<file path="config.mk">
export PLATFORM = sky130hd
export DESIGN_NAME = mips_writeback_unit
export DESIGN_NICKNAME = d
export VERILOG_FILES = /design/src/rtl/mips_pkg.sv /design/src/rtl/mips_writeback_unit_load_extract.sv /design/src/rtl/mips_writeback_unit.sv
export SDC_FILE = /design/constraint.sdc
export NUM_CORES = 1
export LEC_CHECK = 0
export BUFFER_PORTS_ARGS = -buffer_cell sky130_fd_sc_hd__buf_4
export CAP_MARGIN = 20
export CORE_AREA = 4 4 120 168
export DETAILED_ROUTE_END_ITERATION = 6
export DIE_AREA = 0 0 124 172
export GPL_TIMING_DRIVEN = 0
export HOLD_SLACK_MARGIN = 0.02
export PLACE_DENSITY = 0.78
export REMOVE_ABC_BUFFERS = 1
export SLEW_MARGIN = 20
export SYNTH_ARGS = -nofsm -noshare
export SYNTH_HDL_FRONTEND = slang
export SYNTH_SLANG_ARGS = --single-unit
</file>
<file path="constraint.sdc">
create_clock -name clk -period 2.2 [get_ports clk]
set_input_delay 0.11 -clock clk [delete_from_list [all_inputs] [get_ports clk]]
set_output_delay 0.11 -clock clk [all_outputs]
set_load 0.1 [all_outputs]
</file>
<file path="src/rtl/mips_pkg.sv">
// Shared encodings for the MIPS write-back path: result-source select and load size.
package mips_pkg;

  typedef enum logic [1:0] {
    WB_SEL_ALU     = 2'd0,
    WB_SEL_LOAD    = 2'd1,
    WB_SEL_LINK    = 2'd2,
    WB_SEL_SPECIAL = 2'd3
  } wb_sel_e;

  typedef enum logic [1:0] {
    LOAD_BYTE = 2'd0,
    LOAD_HALF = 2'd1,
    LOAD_WORD = 2'd2,
    LOAD_RSVD = 2'd3
  } load_size_e;

endpackage

</file>
<file path="src/rtl/mips_writeback_unit_load_extract.sv">
// Little-endian byte/half/word lane extraction with sign/zero extension and alignment check.
module load_extract
  import mips_pkg::*;
#(
  parameter int DATA_W = 32
) (
  input  logic [1:0]        offset,
  input  logic [1:0]        size,
  input  logic              is_signed,
  input  logic [DATA_W-1:0] word,
  output logic [DATA_W-1:0] data,
  output logic              misalign
);

  logic [7:0]  byte_v;
  logic [15:0] half_v;

  always_comb begin
    byte_v = word[7:0];
    unique case (offset)
      2'd0: byte_v = word[7:0];
      2'd1: byte_v = word[15:8];
      2'd2: byte_v = word[23:16];
      2'd3: byte_v = word[31:24];
    endcase
    half_v = offset[1] ? word[31:16] : word[15:0];
  end

  // Reserved size behaves exactly like a word load.
  always_comb begin
    data     = word;
    misalign = 1'b0;
    unique case (load_size_e'(size))
      LOAD_BYTE: data = {{(DATA_W-8){is_signed & byte_v[7]}}, byte_v};
      LOAD_HALF: begin
        data     = {{(DATA_W-16){is_signed & half_v[15]}}, half_v};
        misalign = offset[0];
      end
      default:   misalign = (offset != 2'b00);
    endcase
  end

endmodule

</file>
<file path="src/rtl/mips_writeback_unit.sv">
// MIPS write-back stage: MEM/WB register, result select, register-file write port, retire counter.
module mips_writeback_unit
  import mips_pkg::*;
#(
  parameter int DATA_W     = 32,
  parameter int REG_ADDR_W = 5,
  parameter int CNT_W      = 32
) (
  input  logic                  clk,
  input  logic                  rst_n,
  input  logic                  in_valid,
  input  logic                  in_stall,
  input  logic                  in_flush,
  input  logic                  in_reg_write,
  input  logic [1:0]            in_wb_sel,
  input  logic [1:0]            in_load_size,
  input  logic                  in_load_signed,
  input  logic [REG_ADDR_W-1:0] in_write_back_destination,
  input  logic [DATA_W-1:0]     in_address,
  input  logic [DATA_W-1:0]     in_read_data,
  input  logic [DATA_W-1:0]     in_link_pc,
  input  logic [DATA_W-1:0]     in_special_data,
  output logic [DATA_W-1:0]     wb_out,
  output logic                  reg_write_out,
  output logic [REG_ADDR_W-1:0] write_back_destination_out,
  output logic                  wb_valid_out,
  output logic                  misalign_out,
  output logic [CNT_W-1:0]      retire_count
);

  logic                  valid_q,       valid_d;
  logic                  reg_write_q,   reg_write_d;
  wb_sel_e               wb_sel_q,      wb_sel_d;
  logic [1:0]            load_size_q,   load_size_d;
  logic                  load_signed_q, load_signed_d;
  logic [REG_ADDR_W-1:0] dest_q,        dest_d;
  logic [DATA_W-1:0]     address_q,     address_d;
  logic [DATA_W-1:0]     read_data_q,   read_data_d;
  logic [DATA_W-1:0]     link_pc_q,     link_pc_d;
  logic [DATA_W-1:0]     special_q,     special_d;
  logic [CNT_W-1:0]      cnt_q,         cnt_d;

  logic [DATA_W-1:0]     load_data;
  logic                  load_misalign;
  logic                  capture;

  assign capture = !in_flush && !in_stall;

  always_comb begin
    valid_d       = valid_q;
    reg_write_d   = reg_write_q;
    wb_sel_d      = wb_sel_q;
    load_size_d   = load_size_q;
    load_signed_d = load_signed_q;
    dest_d        = dest_q;
    address_d     = address_q;
    read_data_d   = read_data_q;
    link_pc_d     = link_pc_q;
    special_d     = special_q;
    // Flush only kills validity; stale fields are masked at the outputs.
    if (in_flush) begin
      valid_d = 1'b0;
    end else if (!in_stall) begin
      valid_d       = in_valid;
      reg_write_d   = in_reg_write;
      wb_sel_d      = wb_sel_e'(in_wb_sel);
      load_size_d   = in_load_size;
      load_signed_d = in_load_signed;
      dest_d        = in_write_back_destination;
      address_d     = in_address;
      read_data_d   = in_read_data;
      link_pc_d     = in_link_pc;
      special_d     = in_special_data;
    end
    cnt_d = cnt_q + CNT_W'(in_valid && capture);
  end

  always_ff @(posedge clk or negedge rst_n) begin
    if (!rst_n) begin
      valid_q       <= 1'b0;
      reg_write_q   <= 1'b0;
      wb_sel_q      <= WB_SEL_ALU;
      load_size_q   <= '0;
      load_signed_q <= 1'b0;
      dest_q        <= '0;
      address_q     <= '0;
      read_data_q   <= '0;
      link_pc_q     <= '0;
      special_q     <= '0;
      cnt_q         <= '0;
    end else begin
      valid_q       <= valid_d;
      reg_write_q   <= reg_write_d;
      wb_sel_q      <= wb_sel_d;
      load_size_q   <= load_size_d;
      load_signed_q <= load_signed_d;
      dest_q        <= dest_d;
      address_q     <= address_d;
      read_data_q   <= read_data_d;
      link_pc_q     <= link_pc_d;
      special_q     <= special_d;
      cnt_q         <= cnt_d;
    end
  end

  load_extract #(
    .DATA_W(DATA_W)
  ) u_load_extract (
    .offset    (address_q[1:0]),
    .size      (load_size_q),
    .is_signed (load_signed_q),
    .word      (read_data_q),
    .data      (load_data),
    .misalign  (load_misalign)
  );

  always_comb begin
    wb_out = '0;
    if (valid_q) begin
      unique case (wb_sel_q)
        WB_SEL_ALU:     wb_out = address_q;
        WB_SEL_LOAD:    wb_out = load_data;
        WB_SEL_LINK:    wb_out = link_pc_q;
        WB_SEL_SPECIAL: wb_out = special_q;
      endcase
    end
  end

  assign misalign_out               = valid_q && (wb_sel_q == WB_SEL_LOAD) && load_misalign;
  assign reg_write_out              = valid_q && reg_write_q && (dest_q != '0) && !misalign_out;
  assign write_back_destination_out = valid_q ? dest_q : '0;
  assign wb_valid_out               = valid_q;
  assign retire_count               = cnt_q;

endmodule
</file>
==> results_dict.tcl <==
set metrics [dict create \
    yosysSeqAreaShare_pct 51.8 \
    p_int_uw 6920 \
    ys.flop_type "dfrtp_1" \
    vdd_drop_max_uv 490 \
    design_area_um2 13100 \
    yosys-top-cells-area "dfrtp_1 (52%), mux2_2 (19%), nand2_1 (3.7%)" \
    dieArea_um2 21300 \
    max_cap_viol_count 0 \
    nFillCells 1184 \
    arrival_ps 2350 \
    synthDistinctLibCells 44 \
    clkPwrFrac_pct 31.7 \
    wl_per_cell_um 20.8 \
    ys_warn_count 0 \
    skew_ps 7.19 \
    hold_ws_ps 46.4 \
    grt_max_degree 88 \
    worst_slew_pin_slew_ps 792 \
    drc 0 \
    power_uw 10300 \
    multi_input_comb_area_um2 3980 \
    max_freq_ghz 0.407 \
    synth.top_cells.by_count "dfrtp_1 (172), mux2_2 (139), nand2_1 (82)" \
    syn2layout_area_growth_pct 57.3 \
    comb_power_share_pct 29.7 \
    die_w_um 124 \
    maxSlewViolCount 0 \
    clock_latency_ps 420 \
    rr_endpoint "retire_count[24]$_DFF_PN0_" \
    fp.dieH_um 172 \
    placeableCoreArea_um2 18500 \
    grt_util_met1_pct 28.0 \
    use_met2_pct 43.7 \
    worstPathMaxFanout 14 \
    drtAntennaViolNets 0 \
    hold_end "retire_count[0]$_DFF_PN0_" \
    cts_sinks 172 \
    avgSynthCellArea_um2 11.3 \
    cp-start-kind "register" \
    report.final.hold_viol_count 0 \
    drive_gt1_share_pct 43.2 \
    rows 59 \
    final.period_utilization_pct 112 \
    overflow 0 \
    syn_area_um2 8310 \
    viasPerCell 5.48 \
    path_cells "mux4_2 > and2_4 > a221oi_2 > o32ai_1 > clkbuf_8" \
    nets 1238 \
    top_usage_layer "met2" \
    synth_top_cell_area_share_pct 51.8 \
    start_util_pct 44.8 \
    rr_worst_depth 4 \
    post-route-util_pct 70.5 \
    cp_slowest_cell "mux4_2" \
    grtUsageMet3_pct 6.05 \
    endpoint_kind "primary output" \
    p_switching_uw 3360 \
    power_density_nw_per_um2 787 \
    max_stage_delay_ps 560 \
    hp-start "in_valid" \
    clockBufferDepth 2 \
    ios 216 \
    cp_num_buf_inv 1 \
    setup_viol 32 \
    hold_depth 3 \
    synth_seq_cells 172 \
    worst-r2r-setup-slack_ps 260 \
    switching_share_pct 32.7 \
    syn_inst 732 \
    gp_congestion 0.797 \
    crit_type "reg -> out" \
    cts_tree "done" \
    clockRootBuffer "clkbuf_16" \
    cts.htree.levels 4 \
    violations "negative setup slack" \
    place_ws_ps -745 \
    grt_usage_pct 25.4 \
    cp.required_ps 2090 \
    power_leakage_uw 0.00572 \
    synth_top_cell_by_area "dfrtp_1" \
    timing.rr.start "retire_count[10]$_DFF_PN0_" \
    cp_top_family "multiplexers" \
    drt-initial-drc-count 485 \
    synth_edf_count 0 \
    cts_inserted_buffers 17 \
    setup_ws_ps -258 \
    async_reset_ff_share_pct 100 \
    seqPwrFrac_pct 38.7 \
    dpl_cell_area_um2 10300 \
    synth.most_common_cell "dfrtp_1" \
    grt_pass1_wl_um 41800 \
    register_area_um2 4330 \
    slew_headroom_pct 46.8 \
    dr.pass1.iters 5 \
    path_clk_slew_ps 70 \
    post-route-min-period_ps 2460 \
    rsz0062_at_grt "true" \
    grt_pass1_vias 8054 \
    hp-class "in -> reg" \
    numPortBuffers 215 \
    via_count 7422 \
    wirelength_um 28200 \
    antenna_found_initial 3 \
    outcome "complete, but fails checks" \
    hpwl_um 16400 \
]
## area by class of cell
| class | count | area share (%) |
|---|---|---|
| Timing Repair Buffer | 390 | 28.9 |
| Sequential cell | 172 | 33.1 |
| Tap cell | 244 | 2.34 |
| Clock buffer | 23 | 3.66 |
| Clock inverter | 9 | 1.23 |
| Antenna cell | 5 | 0.0958 |
| Multi-Input combinational cell | 501 | 30.4 |
| Inverter | 10 | 0.287 |
## cell families after synthesis
kind of cell	after synthesis	synth area share [%]
fa+ha+maj	2	0.301
compound gates	153	10.6
mux	158	21.4
buf+inv	60	3.21
xor+xnor	30	3.16
flops	172	51.8
simple gates	157	9.49
## worst register-to-register path: stages, from the launching register on
cell and delay [ps]:
dfrtp_1 420, nand3_1 210, nor4_4 760, nand4_1 260, xnor2_1 180
## timing repair
item,CTS,global route
setup endpoints to repair,34,34
hold buffers,142,0
pin swaps,4,9
resized for setup,79,58
endpoints found under the hold margin,225,0
cloned,1,0
buffers inserted,6,22
## through the flow
stage | std cells | setup TNS [ps]
3_3_place_gp | 1141 | -1381040
4_1_cts | 1331 | -6430
3_5_place_dp | 1151 | -21120
2_1_floorplan | 682 | -852450
6_report | 1354 | -6250
5_1_grt | 1352 | -8110
## registers in the layout (all words and copies together) (netlist names)
register	cells
special_q	32
reg_write_q	1
retire_count	32
load_size_q	2
address_q	32
wb_valid_out	1
load_signed_q	1
link_pc_q	32
dest_q	5
wb_sel_q	2
read_data_q	32
## power by group through the flow
| stage | logic (uW) | registers (uW) | clock network [uW] |
|---|---|---|---|
| 2_1_floorplan | 1340 | 4220 | 0 |
| 5_1_grt | 3220 | 4020 | 3450 |
| 3_3_place_gp | 2270 | 4030 | 0 |
| 3_5_place_dp | 2360 | 4010 | 0 |
| 6_report | 3050 | 3980 | 3260 |
| 4_1_cts | 2760 | 3950 | 3310 |
## layout by cell type, fill, tap and decap left out, types with 5 or more instances in the layout
cell type        n
a21o_1           6
clkbuf_16       17
nand2_1         82
a21oi_1         37
dlygate4sd3_1  142
nand4_1         11
buf_6           16
o21ai_2         11
inv_1           10
a221o_1          7
o221ai_1         6
dfrtp_4          5
diode_2          5
o21ai_0         49
mux2_2         139
buf_4          199
dfrtp_1        165
nand3_1         13
o22ai_2          5
a21oi_2         15
buf_8            5
mux2i_1         15
buf_12          21
and2_1          16
xnor2_1         26
o21ai_1          6
buf_16           6
nor2_1           6
## metal layers
| layer | up-vias | share of wire (%) | wire [um] |
|---|---|---|---|
| met5 | - | 0 | 0 |
| met4 | 0 | 5.4 | 1530 |
| met3 | 111 | 6.2 | 1750 |
| met2 | 332 | 53 | 14800 |
| li1 | 3345 | - | - |
| met1 | 3634 | 36 | 10100 |
## worst max-delay path by stage
stage,start,to,slack (ps),cells past startpoint
after floorplan,in_stall,retire_count[26]$_DFF_PN0_,-5540,8
after global routing,address_q[1]$_DFFE_PN0P_,wb_out[7],-330,5
after CTS,address_q[1]$_DFFE_PN0P_,wb_out[7],-300,5
after global placement,in_stall,retire_count[24]$_DFF_PN0_,-8710,9
after detailed placement,address_q[1]$_DFFE_PN0P_,wb_out[20],-740,5
final,address_q[1]$_DFFE_PN0P_,wb_out[7],-260,5
(Power assumes the default switching activity.)
